[src/rtl/scene_pkg.sv]
// Shared defaults and types for the scrolling scene address generator.
package scene_pkg;

  localparam int DEF_IMG_W       = 400;
  localparam int DEF_IMG_H       = 224;
  localparam int DEF_VIS_W       = 320;
  localparam int DEF_Y_OFS       = 8;
  localparam int DEF_SCROLL_STEP = 2;
  localparam int DEF_CAM_INIT    = 40;
  localparam int DEF_ADDR_W      = 17;

  // Rightmost legal camera offset for the default geometry.
  localparam int CAM_MAX = DEF_IMG_W - DEF_VIS_W;

  typedef enum logic {S_COLLECT, S_APPLY} cam_state_t;

endpackage

[src/rtl/scene_camera.sv]
// Horizontal camera: collects scroll requests during a frame and applies
// one clamped step right after frame_start, so the offset never moves
// while visible pixels are being drawn.
module scene_camera
  import scene_pkg::*;
#(
  parameter int IMG_W       = DEF_IMG_W,
  parameter int VIS_W       = DEF_VIS_W,
  parameter int SCROLL_STEP = DEF_SCROLL_STEP,
  parameter int CAM_INIT    = DEF_CAM_INIT
) (
  input  logic       clk,
  input  logic       reset,
  input  logic       frame_start,
  input  logic       scroll_left,
  input  logic       scroll_right,
  output logic [8:0] camera_x,
  output logic       at_left_edge,
  output logic       at_right_edge
);

  localparam logic signed [9:0] STEP_S  = 10'(SCROLL_STEP);
  localparam logic signed [9:0] LIMIT_S = 10'(IMG_W - VIS_W);
  localparam logic        [8:0] LIMIT   = 9'(IMG_W - VIS_W);
  localparam logic        [8:0] INIT    = 9'(CAM_INIT);

  cam_state_t state;
  logic       pend_l;
  logic       pend_r;

  // One step left, saturating at zero; signed intermediate avoids wrap.
  function automatic logic [8:0] pan_left(input logic [8:0] cam);
    logic signed [9:0] t;
    t = $signed({1'b0, cam}) - STEP_S;
    return (t < 10'sd0) ? 9'd0 : t[8:0];
  endfunction

  // One step right, saturating at the last window position.
  function automatic logic [8:0] pan_right(input logic [8:0] cam);
    logic signed [9:0] t;
    t = $signed({1'b0, cam}) + STEP_S;
    return (t > LIMIT_S) ? LIMIT : t[8:0];
  endfunction

  // Request collection and once-per-frame camera update.
  always_ff @(posedge clk) begin
    if (reset) begin
      state    <= S_COLLECT;
      pend_l   <= 1'b0;
      pend_r   <= 1'b0;
      camera_x <= INIT;
    end else begin
      case (state)
        S_COLLECT: begin
          // Requests arriving together with frame_start belong to no frame.
          if (frame_start) begin
            state <= S_APPLY;
          end else begin
            pend_l <= pend_l | scroll_left;
            pend_r <= pend_r | scroll_right;
          end
        end
        S_APPLY: begin
          // Opposing requests cancel out.
          if (pend_l && !pend_r) begin
            camera_x <= pan_left(camera_x);
          end else if (pend_r && !pend_l) begin
            camera_x <= pan_right(camera_x);
          end
          pend_l <= 1'b0;
          pend_r <= 1'b0;
          state  <= S_COLLECT;
        end
      endcase
    end
  end

  assign at_left_edge  = (camera_x == 9'd0);
  assign at_right_edge = (camera_x == LIMIT);

endmodule

[src/rtl/scene_scroll_ctrl.sv]
// Scene ROM address generator: maps pixel-doubled VGA coordinates onto a
// scene wider than the screen through a horizontal camera offset. The row
// base is accumulated line by line, so no multiplier is needed.
module scene_scroll_ctrl
  import scene_pkg::*;
#(
  parameter int IMG_W       = DEF_IMG_W,
  parameter int IMG_H       = DEF_IMG_H,
  parameter int VIS_W       = DEF_VIS_W,
  parameter int Y_OFS       = DEF_Y_OFS,
  parameter int SCROLL_STEP = DEF_SCROLL_STEP,
  parameter int CAM_INIT    = DEF_CAM_INIT,
  parameter int ADDR_W      = DEF_ADDR_W
) (
  input  logic              vga_clk,
  input  logic              reset,
  input  logic [9:0]        draw_x,
  input  logic [9:0]        draw_y,
  input  logic              blank,
  input  logic              frame_start,
  input  logic              scroll_left,
  input  logic              scroll_right,
  output logic [ADDR_W-1:0] rom_address,
  output logic              scene_blank,
  output logic              in_scene,
  output logic [8:0]        camera_x,
  output logic              at_left_edge,
  output logic              at_right_edge
);

  localparam logic [9:0] X_END = 10'(VIS_W);
  localparam logic [9:0] Y_LO  = 10'(Y_OFS);
  localparam logic [9:0] Y_HI  = 10'(Y_OFS + IMG_H);

  logic [9:0]        sx;
  logic [9:0]        sy;
  logic [9:0]        prev_y;
  logic [ADDR_W-1:0] row_base;
  logic              pix_valid;
  logic              row_step;

  scene_camera #(
    .IMG_W      (IMG_W),
    .VIS_W      (VIS_W),
    .SCROLL_STEP(SCROLL_STEP),
    .CAM_INIT   (CAM_INIT)
  ) u_camera (
    .clk          (vga_clk),
    .reset        (reset),
    .frame_start  (frame_start),
    .scroll_left  (scroll_left),
    .scroll_right (scroll_right),
    .camera_x     (camera_x),
    .at_left_edge (at_left_edge),
    .at_right_edge(at_right_edge)
  );

  assign sx = draw_x >> 1;
  assign sy = draw_y >> 1;

  assign pix_valid = (sx < X_END) && (sy >= Y_LO) && (sy < Y_HI);

  // Advance once per doubled scene row, on the even line of the pair; the
  // first scene row keeps base zero.
  assign row_step = (draw_y != prev_y) && !draw_y[0] && (sy > Y_LO) && (sy < Y_HI);

  // Row base accumulator, restarted every frame.
  always_ff @(posedge vga_clk) begin
    if (reset) begin
      row_base <= '0;
      prev_y   <= '0;
    end else begin
      prev_y <= draw_y;
      if (frame_start) begin
        row_base <= '0;
      end else if (row_step) begin
        row_base <= row_base + ADDR_W'(IMG_W);
      end
    end
  end

  // Registered address with blank and in-scene flags kept in step.
  always_ff @(posedge vga_clk) begin
    if (reset) begin
      rom_address <= '0;
      in_scene    <= 1'b0;
      scene_blank <= 1'b0;
    end else begin
      scene_blank <= blank;
      if (pix_valid) begin
        rom_address <= row_base + ADDR_W'(camera_x) + ADDR_W'(sx);
        in_scene    <= 1'b1;
      end else begin
        rom_address <= '0;
        in_scene    <= 1'b0;
      end
    end
  end

endmodule

[config.mk]
export PLATFORM = sky130hd
export DESIGN_NAME = scene_scroll_ctrl
export DESIGN_NICKNAME = d
export VERILOG_FILES = /design/src/rtl/scene_pkg.sv /design/src/rtl/scene_camera.sv /design/src/rtl/scene_scroll_ctrl.sv
export SDC_FILE = /design/constraint.sdc
export NUM_CORES = 1
export LEC_CHECK = 0
export CELL_PAD_IN_SITES_DETAIL_PLACEMENT = 1
export CELL_PAD_IN_SITES_GLOBAL_PLACEMENT = 2
export CORE_MARGIN = 5
export CORE_UTILIZATION = 34
export DETAILED_ROUTE_END_ITERATION = 7
export PLACE_DENSITY_LB_ADDON = 0.05
export SYNTH_ARGS = -nofsm -noshare
export SYNTH_HDL_FRONTEND = slang
export SYNTH_SLANG_ARGS = --single-unit
[constraint.sdc]
create_clock -name vga_clk -period 7.6 [get_ports vga_clk]
set_input_delay 1.52 -clock vga_clk [delete_from_list [all_inputs] [get_ports vga_clk]]
set_output_delay 1.52 -clock vga_clk [all_outputs]
set_load 0.02 [all_outputs]
==> impl_metrics.toml <==
[timing]
maxSlewViolCount = 0
fmaxAchievable_mhz = 248
finalHoldViolCount = 0
fin_crit_ps = 4030
min_period_over_period_pct = 53.1
fin_worst_skew_ps = 12.4
rsz0062_at_grt = "false"
finalSetupViolations = 0
fin_tns_setup_ps = 0
worstMarginPinSlew_ps = 728
slew_headroom_pct = 51.4

[floorplan]
io_pins = 56
core_area_um2 = 9200
num_rows = 35
fp.dieArea_um2 = 11400
die_h_um = 107
start_util_pct = 34.6
die_width_um = 107

[power_and_ir_drop]
total_power_mw = 0.596
ir_drop_v = 0.0000640
power.density_nw_per_um2 = 154
power.leakage_nw = 1.43

[drt]
vias = 2968
ant_nets = 0
drc_errors = 0
wirelength_um = 8730
drt_first_pass_iters = 4
wl_per_cell_um = 16.5
drtIter0Drc = 85
viasPerCell = 5.62

[setup_path]
r2r_start = "u_camera.camera_x[4]"
r2r_setup_slack_ps = 4430
crit_start = "draw_x[5]"
critical_path.max_fanout = 8
path_buf_inv = 3
start_kind = "input port"
slowest_stage = "fa_1"
crit_cells = 10
crit_required_ps = 7850
worstPathCellList = "clkdlybuf4s50_1, inv_1, fa_1, inv_1, ha_1, nand2_1, nor3_1, a2111oi_4, or4_1, a21oi_1"
endpoint_kind = "register"
critPathTopFamily = "simple AND/OR/NAND/NOR gates"
cp.arrival_ps = 4280
critPathMostFrequentCell = "inv_1"
reg2regPathDepth = 9
reg2reg_to = "rom_address[16]"
slowest_delay_ps = 530
critPathKind = "input port to register"
crit_path_end = "rom_address[16]"

[clock_network]
postCtsResizedCells = 0
cts_made_buffers = 5
hold_buffers = 0
cts_max_level = 2
cts_tree = "done"
clkTransAtPathRegs_ps = 100
cts_setup_buffers = 0
root_buffer = "clkbuf_8"
clk_path_buf_depth = 2
clkSinkCount = 53
clk_latency_ps = 310

[logic_synthesis]
synthCells = 372
synth_ff_type = "dfxtp_1"
ys_seq_area_share_pct = 33.3
postSynthAreaPerCell_um2 = 8.56
synth-edff-count = 0
synth-async-reset-ratio_pct = 0
yosysUniqueCellTypes = 61
synthesis.area_um2 = 3190
synth_warnings = 0
ys_ff_latch = 53

[placement]
port_buffers = 53
gp_congestion = 0.794
dp_hpwl_um = 6570

[finish]
syn2layout_area_growth_pct = 21.8
drive_gt1_share_pct = 5.04
final_nets = 464
antenna_cells = 0

[grt]
groute.usage.overall_pct = 16.0
antenna_found_initial = 0
grt_use_met2_pct = 25.4
grt_pass1_wl_um = 15000
grt_start_max_net_pins = 27
use_met3_pct = 2.53
top_usage_layer = "met2"
met1_usage_pct = 22.5
grt_overflow_total = 0
grt_pass1_vias = 2971

[run]
max_cap_viol_count = 0

[status]
status = "complete, no violations"

[hold_path]
min_path_type = "register to register"
report_power, final:
group	leakage [nW]	internal (mW)	switching, mW
sequential	0.432	0.286	0.00706
combinational	0.941	0.0467	0.0584
clock	0.0585	0.0989	0.0989
total	1.43	0.432	0.164
state kept, by name, indices dropped and copies added (netlist names):
name / cells
in_scene: 1
u_camera.pend_l: 1
rom_address: 17
u_camera.camera_x: 8
row_base: 13
u_camera.state: 1
prev_y: 10
u_camera.pend_r: 1
scene_blank: 1
kinds of logic after synthesis:
family	after synthesis	synth area share, %
adders and majority gates	22	10.1
DFF	53	33.3
and+or+nand+nor	137	23.4
other	1	0.118
muxes	6	1.92
xor gates and xnor gates	17	4.67
AOI/OAI and AO/OA	102	21.6
buffers and inverters	34	4.95
cell type report:
type                    count  area [um^2]
flip-flops and latches     53         1060
multi-input cells         286         1970
inverters                  16         60.1
repair buffers             54          538
fillers                  1105         5320
clock inverters             3         43.8
well taps                 111          139
clock buffers               5         68.8
cell usage after synthesis (6+ instances only):
| cell | count | area (um^2) |
|---|---|---|
| a21oi_1 | 33 | 165 |
| and2_1 | 6 | 37.5 |
| or3_1 | 10 | 62.6 |
| xor2_1 | 13 | 114 |
| nor3_1 | 14 | 70.1 |
| and3_1 | 7 | 43.8 |
| nand3_1 | 16 | 80.1 |
| ha_1 | 16 | 200 |
| inv_1 | 15 | 56.3 |
| fa_1 | 6 | 120 |
| o31ai_1 | 8 | 60.1 |
| nor4_1 | 6 | 37.5 |
| nor2_1 | 18 | 67.6 |
| nor2b_1 | 12 | 75.1 |
| clkbuf_1 | 12 | 45.0 |
| nand2_1 | 24 | 90.1 |
| or4_1 | 9 | 67.6 |
| a31oi_1 | 6 | 37.5 |
| o21ai_0 | 18 | 90.1 |
| dfxtp_1 | 53 | 1060 |
worst register-to-register path: stages (launching register included):
cell	delay, ps
dfxtp_1	660
inv_1	200
fa_1	540
inv_1	40
ha_1	320
nand2_1	110
nor3_1	430
a2111oi_4	180
or4_1	490
a21oi_1	150
cell usage in the layout (no fill, tap or decap), types with 3 or more instances in the layout:
| cell type | count |
|---|---|
| a31oi_1 | 6 |
| inv_1 | 15 |
| nor3_1 | 14 |
| xor2_1 | 13 |
| o31ai_1 | 8 |
| a21o_1 | 4 |
| o21ai_1 | 4 |
| or3_2 | 3 |
| clkbuf_8 | 5 |
| and3_1 | 7 |
| xnor2_1 | 4 |
| or3_1 | 10 |
| nor2_1 | 18 |
| a41o_1 | 3 |
| nand4_1 | 3 |
| nor3b_1 | 3 |
| nor2b_1 | 12 |
| clkdlybuf4s50_1 | 53 |
| a21oi_1 | 33 |
| and2_1 | 6 |
| o21ai_0 | 18 |
| nand2_1 | 24 |
| fa_1 | 6 |
| o22ai_1 | 3 |
| dfxtp_1 | 53 |
| nor4_1 | 6 |
| ha_1 | 16 |
| mux2i_1 | 5 |
| or4_1 | 9 |
| nand3_1 | 16 |
| a211oi_1 | 3 |
routing by layer:
layer,vias up,wire [um]
met2,55,3900
li1,1452,-
met4,0,121
met5,-,0
met3,10,271
met1,1451,4440
how the worst min path moves through the flow:
stage	start	to	slack (ps)	cells after the start
2_1_floorplan	row_base[16]	row_base[16]	450	2
3_3_place_gp	row_base[16]	row_base[16]	480	2
3_5_place_dp	row_base[16]	row_base[16]	490	2
4_1_cts	row_base[16]	row_base[16]	510	2
5_1_grt	u_camera.state	u_camera.pend_l	540	1
6_report	row_base[16]	row_base[16]	510	2
through the flow:
step,instances,area (um^2),setup slack (ps),hold WS (ps),util [%]
floorplan,373,3190,3930,452,-
global placement,520,3770,3280,479,41.0
detailed placement,520,3770,3250,487,41.0
CTS,528,3880,3580,509,42.2
global route,528,3880,3340,542,42.2
finish,528,3880,3570,514,42.2
Note: power is estimated with default switching activity, not from simulation.
